## config.mk

```make
export PLATFORM = sky130hd
export DESIGN_NAME = moore_seq_tx
export DESIGN_NICKNAME = d
export VERILOG_FILES = /design/src/rtl/moore_seq_tx.sv
export SDC_FILE = /design/constraint.sdc
export NUM_CORES = 1
export LEC_CHECK = 0
export ABC_CLOCK_PERIOD_IN_PS = 1700
export CAP_MARGIN = 10
export CORE_MARGIN = 10
export CORE_UTILIZATION = 30
export DETAILED_ROUTE_END_ITERATION = 10
export PLACE_DENSITY_LB_ADDON = 0.3
export SETUP_SLACK_MARGIN = 0.02
export SLEW_MARGIN = 20
export SYNTH_ARGS = -nofsm -noshare
export SYNTH_HDL_FRONTEND = slang
export SYNTH_SLANG_ARGS = --single-unit
```

## constraint.sdc

```tcl
create_clock -name clk -period 1.7 [get_ports clk]
set_input_delay 0.425 -clock clk [delete_from_list [all_inputs] [get_ports clk]]
set_output_delay 0.425 -clock clk [all_outputs]
set_load 0.03 [all_outputs]
```

## src/rtl/moore_seq_tx.sv

```systemverilog
// Serial pattern transmitter: shifts a captured WIDTH-bit pattern out MSB-first on x,
// repeated repeat_n times with GAP idle cycles between repetitions, then pulses done.
module moore_seq_tx #(
    parameter int unsigned WIDTH = 8,
    parameter int unsigned CNT_W = 4,
    parameter int unsigned GAP   = 2
) (
    input  logic             clk,
    input  logic             rst,
    input  logic             start,
    input  logic [WIDTH-1:0] pattern,
    input  logic [CNT_W-1:0] repeat_n,
    output logic             x,
    output logic             valid,
    output logic             busy,
    output logic             done
);

    localparam int unsigned BW = $clog2(WIDTH);
    localparam int unsigned GW = (GAP > 1) ? $clog2(GAP) : 1;
    localparam logic [BW-1:0] BIT_LAST = BW'(WIDTH - 1);
    localparam logic [GW-1:0] GAP_LAST = GW'((GAP != 0) ? GAP - 1 : 0);

    typedef enum logic [1:0] {StIdle, StShift, StGap, StDone} state_t;

    state_t           state_q;
    logic [WIDTH-1:0] pat_q;
    logic [WIDTH-1:0] shreg_q;
    logic [BW-1:0]    bitcnt_q;
    logic [CNT_W-1:0] rep_q;
    logic [GW-1:0]    gapcnt_q;

    // x always holds the bit on the wire; shreg_q holds the bits still to come.
    always_ff @(posedge clk or negedge rst) begin
        if (!rst) begin
            state_q  <= StIdle;
            pat_q    <= '0;
            shreg_q  <= '0;
            bitcnt_q <= '0;
            rep_q    <= '0;
            gapcnt_q <= '0;
            x        <= 1'b0;
            valid    <= 1'b0;
            busy     <= 1'b0;
            done     <= 1'b0;
        end else begin
            unique case (state_q)
                StIdle: begin
                    if (start) begin
                        if (repeat_n != '0) begin
                            pat_q    <= pattern;
                            rep_q    <= repeat_n;
                            shreg_q  <= {pattern[WIDTH-2:0], 1'b0};
                            bitcnt_q <= BIT_LAST;
                            x        <= pattern[WIDTH-1];
                            valid    <= 1'b1;
                            busy     <= 1'b1;
                            state_q  <= StShift;
                        end else begin
                            done    <= 1'b1;
                            state_q <= StDone;
                        end
                    end
                end
                StShift: begin
                    if (bitcnt_q != '0) begin
                        x        <= shreg_q[WIDTH-1];
                        shreg_q  <= {shreg_q[WIDTH-2:0], 1'b0};
                        bitcnt_q <= bitcnt_q - BW'(1);
                    end else if (rep_q != CNT_W'(1)) begin
                        rep_q <= rep_q - CNT_W'(1);
                        if (GAP != 0) begin
                            x        <= 1'b0;
                            valid    <= 1'b0;
                            gapcnt_q <= GAP_LAST;
                            state_q  <= StGap;
                        end else begin
                            // Back-to-back: next MSB follows immediately, valid stays high.
                            x        <= pat_q[WIDTH-1];
                            shreg_q  <= {pat_q[WIDTH-2:0], 1'b0};
                            bitcnt_q <= BIT_LAST;
                        end
                    end else begin
                        x       <= 1'b0;
                        valid   <= 1'b0;
                        busy    <= 1'b0;
                        done    <= 1'b1;
                        state_q <= StDone;
                    end
                end
                StGap: begin
                    if (gapcnt_q != '0) begin
                        gapcnt_q <= gapcnt_q - GW'(1);
                    end else begin
                        x        <= pat_q[WIDTH-1];
                        shreg_q  <= {pat_q[WIDTH-2:0], 1'b0};
                        bitcnt_q <= BIT_LAST;
                        valid    <= 1'b1;
                        state_q  <= StShift;
                    end
                end
                StDone: begin
                    done    <= 1'b0;
                    state_q <= StIdle;
                end
                default: begin
                    x       <= 1'b0;
                    valid   <= 1'b0;
                    busy    <= 1'b0;
                    done    <= 1'b0;
                    state_q <= StIdle;
                end
            endcase
        end
    end

endmodule

```

==> metrics.txt <==
# TYPE chip_impl_metric gauge
chip_impl_info{name="worstHoldPathType",value="reg -> reg"} 1
chip_impl_metric{name="grt_max_degree",unit=""} 30
chip_impl_metric{name="synth.yosys.seq_area_share",unit=""} 0.415
chip_impl_metric{name="synthesis.area_per_instance",unit="µm²"} 10.4
chip_impl_metric{name="mappedNetlistNets",unit=""} 193
chip_impl_info{name="setup_repair_after_global_routing_missed_its_margin",value="yes"} 1
chip_impl_metric{name="numCtsBuffers",unit=""} 5
chip_impl_metric{name="drv_cap",unit=""} 0
chip_impl_metric{name="peak_clock_frequency_supported_by_timing",unit="MHz"} 593
chip_impl_info{name="synth-main-ff-cell",value="sky130_fd_sc_hd__dfrtp_1"} 1
chip_impl_info{name="cts-root-buf",value="sky130_fd_sc_hd__clkbuf_8"} 1
chip_impl_metric{name="final_hold_viol_count",unit=""} 0
chip_impl_metric{name="placement_rows",unit=""} 27
chip_impl_metric{name="place.detailed.instances",unit=""} 273
chip_impl_metric{name="final-instance-count-excl-fill",unit=""} 289
chip_impl_metric{name="synthCells",unit=""} 168
chip_impl_metric{name="postPlaceCellArea",unit="mm²"} 0.00217
chip_impl_metric{name="routabilityCongestion",unit=""} 0.779
chip_impl_metric{name="holdPathStages",unit=""} 2
chip_impl_metric{name="cellInternalPower",unit="mW"} 2.89
chip_impl_metric{name="global_route.usage.total",unit=""} 0.0989
chip_impl_metric{name="dpl.hpwl",unit="mm"} 2.87
chip_impl_metric{name="global_route.overflow_total",unit=""} 0
chip_impl_metric{name="total_number_of_vias",unit=""} 1464
chip_impl_info{name="timing.critical_path.from",value="state_q[1]"} 1
chip_impl_info{name="critPathLaunchType",value="flop"} 1
chip_impl_metric{name="drt_drc_violations_left",unit=""} 0
chip_impl_metric{name="critical_path_arrival",unit="ps"} 1850
chip_impl_metric{name="finalClockSkew",unit="ps"} 8.13
chip_impl_metric{name="power.ir.vdd_worst",unit="µV"} 783
chip_impl_metric{name="layout_setup_ws",unit="ps"} 13.4
chip_impl_metric{name="setup.reg_to_reg.worst_slack",unit="ps"} 10
chip_impl_metric{name="post_cts_hold_buffer_count",unit=""} 0
chip_impl_metric{name="route.antenna.remaining_nets",unit=""} 0
chip_impl_metric{name="mappedNetlistArea",unit="mm²"} 0.00175
chip_impl_metric{name="worst_pin_slew",unit="ps"} 388
chip_impl_info{name="min-delay-start",value="pat_q[7]"} 1
chip_impl_metric{name="yosys_register_bits",unit=""} 29
chip_impl_metric{name="slew_violations",unit=""} 0
chip_impl_metric{name="finalSetupTns",unit="ps"} 0
chip_impl_metric{name="final_core_utilization",unit=""} 0.438
chip_impl_metric{name="setup_viol",unit=""} 0
chip_impl_metric{name="fp.coreArea",unit="mm²"} 0.00557
chip_impl_metric{name="power_frac_seq",unit=""} 0.261
chip_impl_metric{name="first_pass_grt_wire_length",unit="mm"} 7.24
chip_impl_metric{name="hold_ws",unit="ps"} 478
chip_impl_metric{name="leakage_power",unit="nW"} 1.08
chip_impl_metric{name="finalCriticalPeriod",unit="ps"} 1690
chip_impl_metric{name="layout-area-overhead-vs-synth",unit="%"} 39.7
chip_impl_metric{name="nets",unit=""} 242
chip_impl_metric{name="diodes",unit=""} 0
chip_impl_metric{name="synth-warning-count",unit=""} 0
chip_impl_metric{name="number_of_enable_flip_flop_cells_after_synthesis",unit=""} 0
chip_impl_metric{name="powerDensity",unit="mW/mm²"} 1960
chip_impl_metric{name="fp.dieArea",unit="mm²"} 0.00929
chip_impl_metric{name="detail_route.first_pass.iterations",unit=""} 4
chip_impl_metric{name="net-switching-power",unit="mW"} 1.90
chip_impl_metric{name="layout.cell_area.non_filler",unit="mm²"} 0.00244
chip_impl_metric{name="synthArstFlopShare",unit=""} 1.00
chip_impl_metric{name="wl_per_cell",unit="µm"} 14.8
chip_impl_metric{name="synth.lib_cells_used.distinct",unit=""} 38
chip_impl_metric{name="cp.required",unit="ps"} 1860
chip_impl_metric{name="post-layout-total-power",unit="mW"} 4.79
chip_impl_metric{name="slew_headroom",unit=""} 0.740
chip_impl_metric{name="die-width",unit="µm"} 96.4
chip_impl_info{name="endpoint_kind",value="flop"} 1
chip_impl_metric{name="clock_tree.buffer_depth",unit=""} 2
chip_impl_metric{name="initialDrtViolationCount",unit=""} 74
chip_impl_metric{name="via_per_inst",unit=""} 5.07
chip_impl_metric{name="clk_transition_reported_paths",unit="ps"} 70
chip_impl_info{name="critical_path_class",value="reg -> reg"} 1
chip_impl_metric{name="clk-insertion-delay-late",unit="ps"} 280
chip_impl_metric{name="sw_frac_of_total",unit=""} 0.397
chip_impl_info{name="worst_reg2reg_endpoint",value="shreg_q[7]"} 1
chip_impl_metric{name="buffer_ports.inserted",unit=""} 18
chip_impl_metric{name="fraction_of_layout_instances_using_a_drive_strength_above_1",unit=""} 0.396
chip_impl_metric{name="floorplan.initialDensity",unit=""} 0.314
chip_impl_metric{name="num-fill-cells",unit=""} 546
chip_impl_metric{name="antenna_violations_before_repair",unit=""} 0
chip_impl_metric{name="clkPwrFrac",unit=""} 0.121
chip_impl_metric{name="reg2reg_depth",unit=""} 6
chip_impl_metric{name="ctsHtreeMaxLevel",unit=""} 2
chip_impl_info{name="worstHoldEndpoint",value="pat_q[7]"} 1
chip_impl_info{name="tritoncts_clock_tree",value="built"} 1
chip_impl_metric{name="worstPathMaxFanout",unit=""} 5
chip_impl_metric{name="final_min_period_over_clock_period",unit=""} 0.992
chip_impl_info{name="worst_r2r_startpoint",value="state_q[1]"} 1
chip_impl_metric{name="cts.sinks",unit=""} 29
chip_impl_metric{name="postRouteWirelength",unit="mm"} 4.28
chip_impl_metric{name="detailedPlace.worstSlack",unit="ps"} -530
chip_impl_metric{name="first_global_vias",unit=""} 1506
chip_impl_metric{name="boundaryPins",unit=""} 19
chip_impl_metric{name="p_comb_frac",unit=""} 0.618
chip_impl_info{name="result_of_the_run",value="finished clean"} 1
chip_impl_metric{name="die_span_y",unit="µm"} 96.4
[placed cells by master, fill, tap and decap left out, drive strengths merged, types with 3 or more instances in the layout]
cell / n
dlygate4sd2: 6
nor3: 3
mux2: 14
inv: 12
clkbuf: 7
o21ai: 10
clkdlybuf4s50: 9
nor2: 10
ha: 10
a22oi: 7
buf: 31
nand2: 12
a21oi: 11
nand4: 4
dfrtp: 29
nand3: 8
and3: 3
mux2i: 3
[cell families after synthesis]
logic type / count (synthesis) / share of synthesized area
simple gates: 50 / 0.157
compound gates: 42 / 0.188
flops: 29 / 0.415
buf+inv: 20 / 0.0444
mux: 17 / 0.124
fa+ha+maj: 10 / 0.0715
[state kept, by name, summed over array words and instances (netlist names)]
register and flops:
bitcnt_q 3, busy 1, state_q 2, gapcnt_q 1
valid 1, pat_q 8, x 1, shreg_q 7
done 1, rep_q 4
[cell type report]
type / count / area, µm² / area share
Sequential cell: 29 / 727 / 0.297
Tap cell: 72 / 90.1 / 0.0369
Clock buffer: 7 / 86.3 / 0.0353
Inverter: 13 / 55.1 / 0.0225
Timing Repair Buffer: 48 / 407 / 0.166
Multi-Input combinational cell: 120 / 1080 / 0.441
[power by group through the flow]
| stage | sequential, mW | combinational (mW) | clock, mW |
|---|---|---|---|
| 2_1_floorplan | 1.26 | 1.80 | 0 |
| 5_1_grt | 1.30 | 3.26 | 0.646 |
| 3_5_place_dp | 1.25 | 2.53 | 0 |
| 3_3_place_gp | 1.25 | 2.49 | 0 |
| 6_report | 1.25 | 2.96 | 0.580 |
| 4_1_cts | 1.25 | 2.67 | 0.602 |
[worst max-delay path: stages, from the launching register on]
cell                       delay (ps)
sky130_fd_sc_hd__dfrtp_1          410
sky130_fd_sc_hd__buf_6            130
sky130_fd_sc_hd__ha_4             160
sky130_fd_sc_hd__a221oi_4         280
sky130_fd_sc_hd__buf_4            160
sky130_fd_sc_hd__o21ai_4           90
sky130_fd_sc_hd__mux2_4           310
[per-layer routing]
layer	global-route usage	up-vias	wire [µm]
li1	-	719	-
met1	0.130	706	2060
met2	0.150	35	1930
met3	0.0350	4	248
met4	0.0254	0	40
met5	0	-	0
[synthesized netlist by cell type (all sizes together), types with 2 or more instances]
library cell	instances	area, µm²
clkbuf	5	18.8
nand2b	2	12.5
mux2i	3	30.0
buf	2	10.0
o21ai	9	56.3
a31o	2	17.5
ha	10	125
a22oi	7	52.6
and3	3	18.8
mux2	14	188
nor2	10	37.5
and4	2	20.0
dfrtp	29	726
a21oi	11	55.1
nand4	4	25.0
a31oi	2	12.5
a221oi	2	35.0
nand2	12	45.0
o221a	2	22.5
nand3	8	45.0
inv	13	48.8
a22o	2	18.8
nor3	3	15.0
a41oi	2	17.5
[timing repair]
item / in CTS / in global routing
gates cloned: 1 / 1
resized for setup: 23 / 22
pin swaps: 2 / 3
endpoints found under the setup margin: 31 / 26
buffers inserted: 3 / 4
[how the worst max path moves through the flow]
stage                             end  cells after the start
final                      shreg_q[7]                      6
after floorplan           bitcnt_q[1]                      6
after CTS                  shreg_q[7]                      6
after global routing       shreg_q[5]                      6
after detailed placement  bitcnt_q[2]                      6
after global placement    bitcnt_q[1]                      5
No activity file was read; power rests on OpenSTA's default activity.
